## src/rtl/loop_nest_pkg.sv

```systemverilog
// Shared types and defaults for the three-level loop nest controller.
package loop_nest_pkg;

  localparam int W_DEFAULT = 12;

  typedef enum logic [1:0] {
    S_IDLE = 2'd0,
    S_RUN  = 2'd1,
    S_DONE = 2'd2
  } state_e;

endpackage : loop_nest_pkg

```

## src/rtl/loop_nest_ctrl_level.sv

```systemverilog
// One loop level: latched bounds, index register, at-end compare and carry chain.
module loop_level
  import loop_nest_pkg::*;
#(
  parameter int W = W_DEFAULT
) (
  input  logic         clk,
  input  logic         rst,
  input  logic         load_i,
  input  logic [W-1:0] ini_i,
  input  logic [W-1:0] fin_i,
  input  logic         step_i,
  output logic [W-1:0] idx_o,
  output logic         at_end_o,
  output logic         carry_o
);

  logic [W-1:0] ini_q, ini_d;
  logic [W-1:0] fin_q, fin_d;
  logic [W-1:0] idx_q, idx_d;
  logic         at_end;

  // A reversed bound (fin < ini) behaves as a single iteration at ini.
  assign at_end = (idx_q == fin_q) | (fin_q < ini_q);

  always_comb begin
    ini_d = ini_q;
    fin_d = fin_q;
    idx_d = idx_q;
    if (load_i) begin
      ini_d = ini_i;
      fin_d = fin_i;
      idx_d = ini_i;
    end else if (step_i) begin
      idx_d = at_end ? ini_q : idx_q + 1'b1;
    end
  end

  always_ff @(posedge clk) begin
    if (rst) begin
      ini_q <= '0;
      fin_q <= '0;
      idx_q <= '0;
    end else begin
      ini_q <= ini_d;
      fin_q <= fin_d;
      idx_q <= idx_d;
    end
  end

  assign idx_o    = idx_q;
  assign at_end_o = at_end;
  assign carry_o  = step_i & at_end;

endmodule : loop_level

```

## src/rtl/loop_nest_ctrl.sv

```systemverilog
// Three-level loop nest sequencer (level 0 innermost). Optional accumulator
// strobes acc_clr/acc_wr are compiled in only with LOOP_NEST_ACC_STROBE_EN.
//
// state  | meaning
// IDLE   | waiting for start; bounds latched when start arrives
// RUN    | one iteration per en-high cycle, indices live (valid=1)
// DONE   | single-cycle completion pulse, then back to IDLE
module loop_nest_ctrl
  import loop_nest_pkg::*;
#(
  parameter int W = W_DEFAULT
) (
  input  logic         clk,
  input  logic         rst,
  input  logic         start,
  input  logic         en,
  input  logic [W-1:0] ini0,
  input  logic [W-1:0] fin0,
  input  logic [W-1:0] ini1,
  input  logic [W-1:0] fin1,
  input  logic [W-1:0] ini2,
  input  logic [W-1:0] fin2,
  output logic [W-1:0] idx0,
  output logic [W-1:0] idx1,
  output logic [W-1:0] idx2,
  output logic         valid,
  output logic         last0,
  output logic         last1,
  output logic         last2,
  output logic         busy,
  output logic         done,
  output logic         acc_clr,
  output logic         acc_wr
);

  state_e state_q, state_d;
  logic   load;
  logic   step0;
  logic   carry0, carry1, carry2;
  logic   end0, end1, end2;

  always_ff @(posedge clk) begin
    if (rst) state_q <= S_IDLE;
    else     state_q <= state_d;
  end

  always_comb begin
    state_d = state_q;
    load    = 1'b0;
    step0   = 1'b0;
    case (state_q)
      S_IDLE: begin
        if (start) begin
          load    = 1'b1;
          state_d = S_RUN;
        end
      end
      S_RUN: begin
        step0 = en;
        // Carry out of the outermost level means every level wrapped to ini.
        if (carry2) state_d = S_DONE;
      end
      S_DONE:  state_d = S_IDLE;
      default: state_d = S_IDLE;
    endcase
  end

  loop_level #(.W(W)) u_level0 (
    .clk      (clk),
    .rst      (rst),
    .load_i   (load),
    .ini_i    (ini0),
    .fin_i    (fin0),
    .step_i   (step0),
    .idx_o    (idx0),
    .at_end_o (end0),
    .carry_o  (carry0)
  );

  loop_level #(.W(W)) u_level1 (
    .clk      (clk),
    .rst      (rst),
    .load_i   (load),
    .ini_i    (ini1),
    .fin_i    (fin1),
    .step_i   (carry0),
    .idx_o    (idx1),
    .at_end_o (end1),
    .carry_o  (carry1)
  );

  loop_level #(.W(W)) u_level2 (
    .clk      (clk),
    .rst      (rst),
    .load_i   (load),
    .ini_i    (ini2),
    .fin_i    (fin2),
    .step_i   (carry1),
    .idx_o    (idx2),
    .at_end_o (end2),
    .carry_o  (carry2)
  );

  assign valid = (state_q == S_RUN);
  assign busy  = (state_q == S_RUN) | (state_q == S_DONE);
  assign done  = (state_q == S_DONE);
  assign last0 = end0 & valid;
  assign last1 = end1 & valid;
  assign last2 = end2 & valid;

`ifdef LOOP_NEST_ACC_STROBE_EN
  logic [W-1:0] acc_ini0_q, acc_ini0_d;

  // Private copy of ini0 so the level module stays free of strobe-only ports.
  always_comb begin
    acc_ini0_d = acc_ini0_q;
    if (load) acc_ini0_d = ini0;
  end

  always_ff @(posedge clk) begin
    if (rst) acc_ini0_q <= '0;
    else     acc_ini0_q <= acc_ini0_d;
  end

  assign acc_clr = valid & (idx0 == acc_ini0_q);
  assign acc_wr  = valid & en & last0;
`else
  assign acc_clr = 1'b0;
  assign acc_wr  = 1'b0;
`endif

endmodule : loop_nest_ctrl

```

## config.mk

```make
export PLATFORM = sky130hd
export DESIGN_NAME = loop_nest_ctrl
export DESIGN_NICKNAME = d
export VERILOG_FILES = /design/src/rtl/loop_nest_pkg.sv /design/src/rtl/loop_nest_ctrl_level.sv /design/src/rtl/loop_nest_ctrl.sv
export SDC_FILE = /design/constraint.sdc
export NUM_CORES = 1
export LEC_CHECK = 0
export CAP_MARGIN = 20
export CELL_PAD_IN_SITES_DETAIL_PLACEMENT = 0
export CELL_PAD_IN_SITES_GLOBAL_PLACEMENT = 2
export CORE_UTILIZATION = 30
export CTS_CLUSTER_DIAMETER = 100
export DETAILED_ROUTE_END_ITERATION = 16
export HOLD_SLACK_MARGIN = 0.02
export PLACE_DENSITY = 0.8
export SYNTH_ARGS = -nofsm -noshare
export SYNTH_HDL_FRONTEND = slang
export SYNTH_SLANG_ARGS = --single-unit
export TNS_END_PERCENT = 30
```

## constraint.sdc

```tcl
create_clock -name clk -period 3.1 [get_ports clk]
set_clock_uncertainty 0.05 [all_clocks]
set_input_delay 0.31 -clock clk [delete_from_list [all_inputs] [get_ports clk]]
set_output_delay 0.31 -clock clk [all_outputs]
set_load 0.05 [all_outputs]
```

# ---- Word-level counts from Yosys, hierarchy flattened
# Index checks and enable logic that the tools add are counted.
dict set report totals {
  regBits 110
  in_bits 76
  output_inout_bits 44
}
dict set report classes {
  add_sub_neg 3
  n_lt_le_gt_ge 3
  eq_ne 7
  mux 15
  n_bitwise 10
  reduce_logical 5
}
# operator count
set ops {}
lappend ops {{two-way mux 12 bit} 9}
lappend ops {{adder 12 x 1 -> 12 bit (second input constant)} 3}
lappend ops {{equality test 12 bit} 3}
lappend ops {{< comparator 12 bit} 3}
lappend ops {{AND 1 bit} 6}
lappend ops {{nonzero test 2 bit} 3}
lappend ops {{two-way mux 2 bit} 2}
lappend ops {{OR 1 bit} 4}
lappend ops {{one-hot mux 2 bit (2 select lines)} 1}
lappend ops {{two-way mux 1 bit} 3}
lappend ops {{equality test 2 x 1 -> 1 bit (second input constant)} 1}
lappend ops {{equality test 2 bit (second input constant)} 1}
lappend ops {{logical NOT 2 bit} 1}
lappend ops {{!= test 2 x 1 -> 1 bit (second input constant)} 1}
lappend ops {{!= test 2 bit (second input constant)} 1}
lappend ops {{AND reduction 2 bit} 1}

# ---- Depth between registers and ports, before layout
dict set report depth {
  ltp_word 7
  ltp_mapped 12
}

# ---- Modules after synthesis
# A second synthesis with hierarchy kept.
dict set report unflattened {
  hier_cells 770
  area_unflattened_um2 6950.4
}
# module instances cells_each area_each_um2
set by_module_without_submodules {}
lappend by_module_without_submodules {loop_level 3 248 2237.1}
lappend by_module_without_submodules {loop_nest_ctrl 1 26 239.0}

# ---- Least setup slack after synthesis
# Ideal clock, no wire load.
dict set report synth_timing {
  path_type {register -> output}
  startpoint {reg u_level1.idx_q[2] (netlist: u_level1.idx_o[2])}
  endpoint {out last1}
  t_arrival_ps 2468
  setup_slack_ps 272
  stages_incl_launch_ff 9
  path_cell_list {dfxtp_1 > clkbuf_1 > xor2_1 > nor4_1 > nand3_1 > o31a_1 > buf_6 > clkbuf_1 > nor2b_1}
}
dict set report synth_via {
  elab_chain_cells 3
}
# item line_no
set synth_rtl {}
lappend synth_rtl {{start, declared} loop_nest_ctrl_level.sv:20} ;# logic [W-1:0] idx_q, idx_d;
lappend synth_rtl {{start signal, assigned} loop_nest_ctrl_level.sv:47} ;# idx_q <= idx_d;
lappend synth_rtl {{equality test 12 bit} loop_nest_ctrl_level.sv:24} ;# assign at_end = (idx_q == fin_q) | (fin_q < ini_q);
lappend synth_rtl {{OR 1 bit} loop_nest_ctrl_level.sv:24}
lappend synth_rtl {{AND 1 bit} loop_nest_ctrl.sv:108} ;# assign last1 = end1 & valid;
lappend synth_rtl {{end, declared} loop_nest_ctrl.sv:28} ;# output logic last1,
# No other way between the ends.

# ---- Final worst setup path
dict set report layout_timing {
  startpoint {reg u_level0.ini_q[2]}
  endpoint {out last0}
}
dict set report layout_via {
  elab_chain_cells 3
}
# item line_no
set layout_rtl {}
lappend layout_rtl {{start, declared} loop_nest_ctrl_level.sv:18} ;# logic [W-1:0] ini_q, ini_d;
lappend layout_rtl {{start signal, assigned} loop_nest_ctrl_level.sv:45} ;# ini_q <= ini_d;
lappend layout_rtl {{< comparator 12 bit} loop_nest_ctrl_level.sv:24}
lappend layout_rtl {{OR 1 bit} loop_nest_ctrl_level.sv:24}
lappend layout_rtl {{AND 1 bit} loop_nest_ctrl.sv:107} ;# assign last0 = end0 & valid;
lappend layout_rtl {{end, declared} loop_nest_ctrl.sv:27} ;# output logic last0,
# No other way between the ends.

==> run_results.csv <==
group,metric,value,unit
clock_tree,cts_buffers,9,
drt,drtIter0Drc,480,
global_routing,track_usage,0.188,
global_routing,overflow,0,
placed_design,dp.cells,1178,
clock_tree,path_clk_slew,70,ps
cells_and_area,seq_area,0.00220,mm²
synthesis,ys_ff_latch,110,
clock_tree,post-cts-setup-buffers,0,
critical_path,reg2reg_slack,230,ps
synthesis,async_flop_share,0,
floorplanning,pin_count,120,
job,cap_violations,0,
floorplanning,die_width,146,µm
sta,finalCritPeriodShare,0.955,
synthesis,synth-edff-count,0,
critical_path,cp_max_fo,12,
pwr,p_leak,3.23,nW
placed_design,port_buffers,117,
floorplanning,fp-row-count,52,
sta,max_slew.worst_pin.slew,915,ps
critical_path,timing_worst_setup_path_type,"flop to output pin",
clock_tree,clkLatencyLatePin,360,ps
clock_tree,cts_tree,"built",
clock_tree,cts_max_level,3,
synthesis,synth_top_flop_cell,"dfxtp_1",
synthesis,yosysSeqAreaShare,0.352,
sta,period_needed,2960,ps
drt,wl_met2,8930,µm
drt,drc_errors,0,
worst_hold_path,min_from,"u_level1.ini_q[11]",
placed_design,gp_congestion,0.830,
drt,via_per_inst,4.98,
drt,via_count,5945,
cells_and_area,fillCellCount,2123,
drt,detail_route.first_pass.iterations,5,
clock_tree,cts_hold_buf,0,
drt,final_antenna_net_count,0,
cells_and_area,final_cells,1194,
synthesis,synth_top_cell_area_share,0.352,
critical_path,startpoint,"u_level0.ini_q[2]",
pwr,irDropWorstVdd,0.370,mV
drt,post_drt_wl_per_cell,16.6,µm
critical_path,startpoint_type,"flop",
synthesis,yosys_warnings,0,
drt,top_layer,"met4",
sta,maxSlewViolCount,0,
critical_path,r2r-start,"u_level0.ini_q[2]",
pwr,power_density,772,mW/mm²
clock_tree,cts_root_buf,"clkbuf_16",
global_routing,grt_max_degree,90,
floorplanning,start_util,0.307,
synthesis,yosysMostFrequentCell,"nand2_1",
cells_and_area,area_delta_synth_final,28.5,%
clock_tree,clkSinkCount,110,
sta,slew_headroom,0.388,
outcome,status,"finished clean",
critical_path,reg2regPathDepth,10,
sta,setup_viol,0,
cells_and_area,n_antenna_cell,0,
synthesis,ys_types,51,
synthesis,netlist_instances,818,
critical_path,required,2740,ps
critical_path,arrival,2600,ps
synthesis,synth_common_cells,"nand2_1 (182), a21oi_1 (110), dfxtp_1 (110), inv_1 (45), xor2_1 (45)",
cells_and_area,final_nets,1035,
drt,wl_met1,10000,µm
sta,rsz0062_at_grt,"false",
synthesis,synth_area_leader_cell,"dfxtp_1",
synthesis,syn_area_per_cell,7.65,µm²
floorplanning,die_area,0.0214,mm²
cells_and_area,drive_gt1_frac,0.0649,
placed_design,dp_slack,213,ps
drt,wl,19800,µm
worst_hold_path,holdPathEnd,"u_level1.ini_q[11]",
critical_path,cp-end-kind,"output pin",
sta,finalSetupTns,0,ps
floorplanning,core-area,0.0204,mm²
sta,max_freq,338,MHz
cells_and_area,multiInputGateArea,0.00368,mm²
clock_tree,cts_buffer_depth,2,
drt,met3_length,683,µm
sta,setup_ws,140,ps
floorplanning,die_h,146,µm
global_routing,antenna_found_initial,0,
placed_design,dp_hpwl,14200,µm
critical_path,rr_endpoint,"u_level2.idx_o[2]",
synthesis,synth_area_leaders,"dfxtp_1 (35%), nand2_1 (11%), a21oi_1 (8.8%)",
worst_hold_path,holdPathStages,2,
pwr,total_power,0.00620,W
global_routing,grt_pass1_wl,31700,µm
synthesis,netlist_area,0.00625,mm²
worst_hold_path,hp-class,"flop to flop",
sta,hold_viol,0,
global_routing,grt_pass1_vias,5580,
==> where the power goes <==
part	switching [W]	total [W]	internal (W)
combinational	0.00192	0.00310	0.00117
sequential	0.000322	0.00198	0.00166
clock	0.000572	0.00112	0.000548
total	0.00282	0.00620	0.00338
==> per-layer routing <==
metal	up-vias	global-route usage
met4	0	0.0359
met3	11	0.0309
met2	110	0.295
li1	3032	-
met5	-	0
met1	2792	0.270
==> per-stage QoR <==
stage           util  area, µm²  hold slack (ps)
2_1_floorplan      -       6260              385
4_1_cts        0.394       8030              408
3_5_place_dp   0.381       7750              397
3_3_place_gp   0.381       7750              393
5_1_grt        0.395       8040              426
6_report       0.395       8040              408
==> cell usage in the layout, fill, tap and decap left out, drive strengths merged, types with 8 or more instances in the layout <==
| cell type | instances |
|---|---|
| o21ai | 30 |
| nor2 | 27 |
| nand3 | 29 |
| inv | 46 |
| xor2 | 45 |
| o211ai | 14 |
| dfxtp | 110 |
| nand4 | 9 |
| clkbuf | 9 |
| a211oi | 8 |
| clkdlybuf4s50 | 113 |
| mux2i | 8 |
| nand2 | 182 |
| o22ai | 8 |
| nor4 | 9 |
| ha | 40 |
| a21oi | 110 |
| buf | 29 |
==> repair_timing <==
action	CTS	global route
resized for setup	1	2
hold endpoints to repair	0	0
setup endpoints to repair	1	3
==> logic make-up (layout without fill, tap and decap cells) <==
logic type | count (synthesis) | count (layout) | synth area share
XOR/XNOR | 51 | 51 | 0.0714
AO/OA/AOI/OAI | 220 | 220 | 0.217
adder cells (fa/ha/maj) | 40 | 40 | 0.0800
multiplexers | 10 | 10 | 0.0164
buffers and inverters | 98 | 203 | 0.0628
flip-flops | 110 | 110 | 0.352
other | 1 | 2 | 0.000600
AND/OR/NAND/NOR | 288 | 288 | 0.200
==> sequential cells by signal, indices dropped and copies added, names as in the netlist <==
| register | count |
|---|---|
| u_level1.fin_q | 12 |
| u_level2.fin_q | 12 |
| u_level0.ini_q | 12 |
| state_q | 2 |
| u_level1.idx_o | 12 |
| u_level0.idx_o | 12 |
| u_level0.fin_q | 12 |
| u_level2.idx_o | 12 |
| u_level2.ini_q | 12 |
| u_level1.ini_q | 12 |
==> critical path: stages (launching register included) <==
cell	delay [ps]
dfxtp_1	370
inv_1	50
ha_1	280
a211oi_1	220
o21ai_0	150
a21oi_1	320
o21ai_2	170
nand2_2	310
and2_1	180
buf_4	190
==> cell type report <==
| class | instances | share of cell area |
|---|---|---|
| clock buffer | 9 | 0.0280 |
| clock inverter | 7 | 0.00623 |
| inverter | 45 | 0.0210 |
| multi-input combinational | 611 | 0.458 |
| sequential | 110 | 0.274 |
| tap | 270 | 0.0420 |
| timing repair buffer | 142 | 0.171 |
==> how the worst max path moves through the flow <==
stage                     slack (ps)  depth (start not counted)                 to
final                            140                          9              last0
after global routing               2                          9              last0
after CTS                         60                          9              last0
after detailed placement         210                         10  u_level0.idx_o[2]
after global placement           250                         10  u_level2.idx_o[2]
after floorplan                  270                          8              last1
Note: power is estimated with default switching activity, not from simulation.
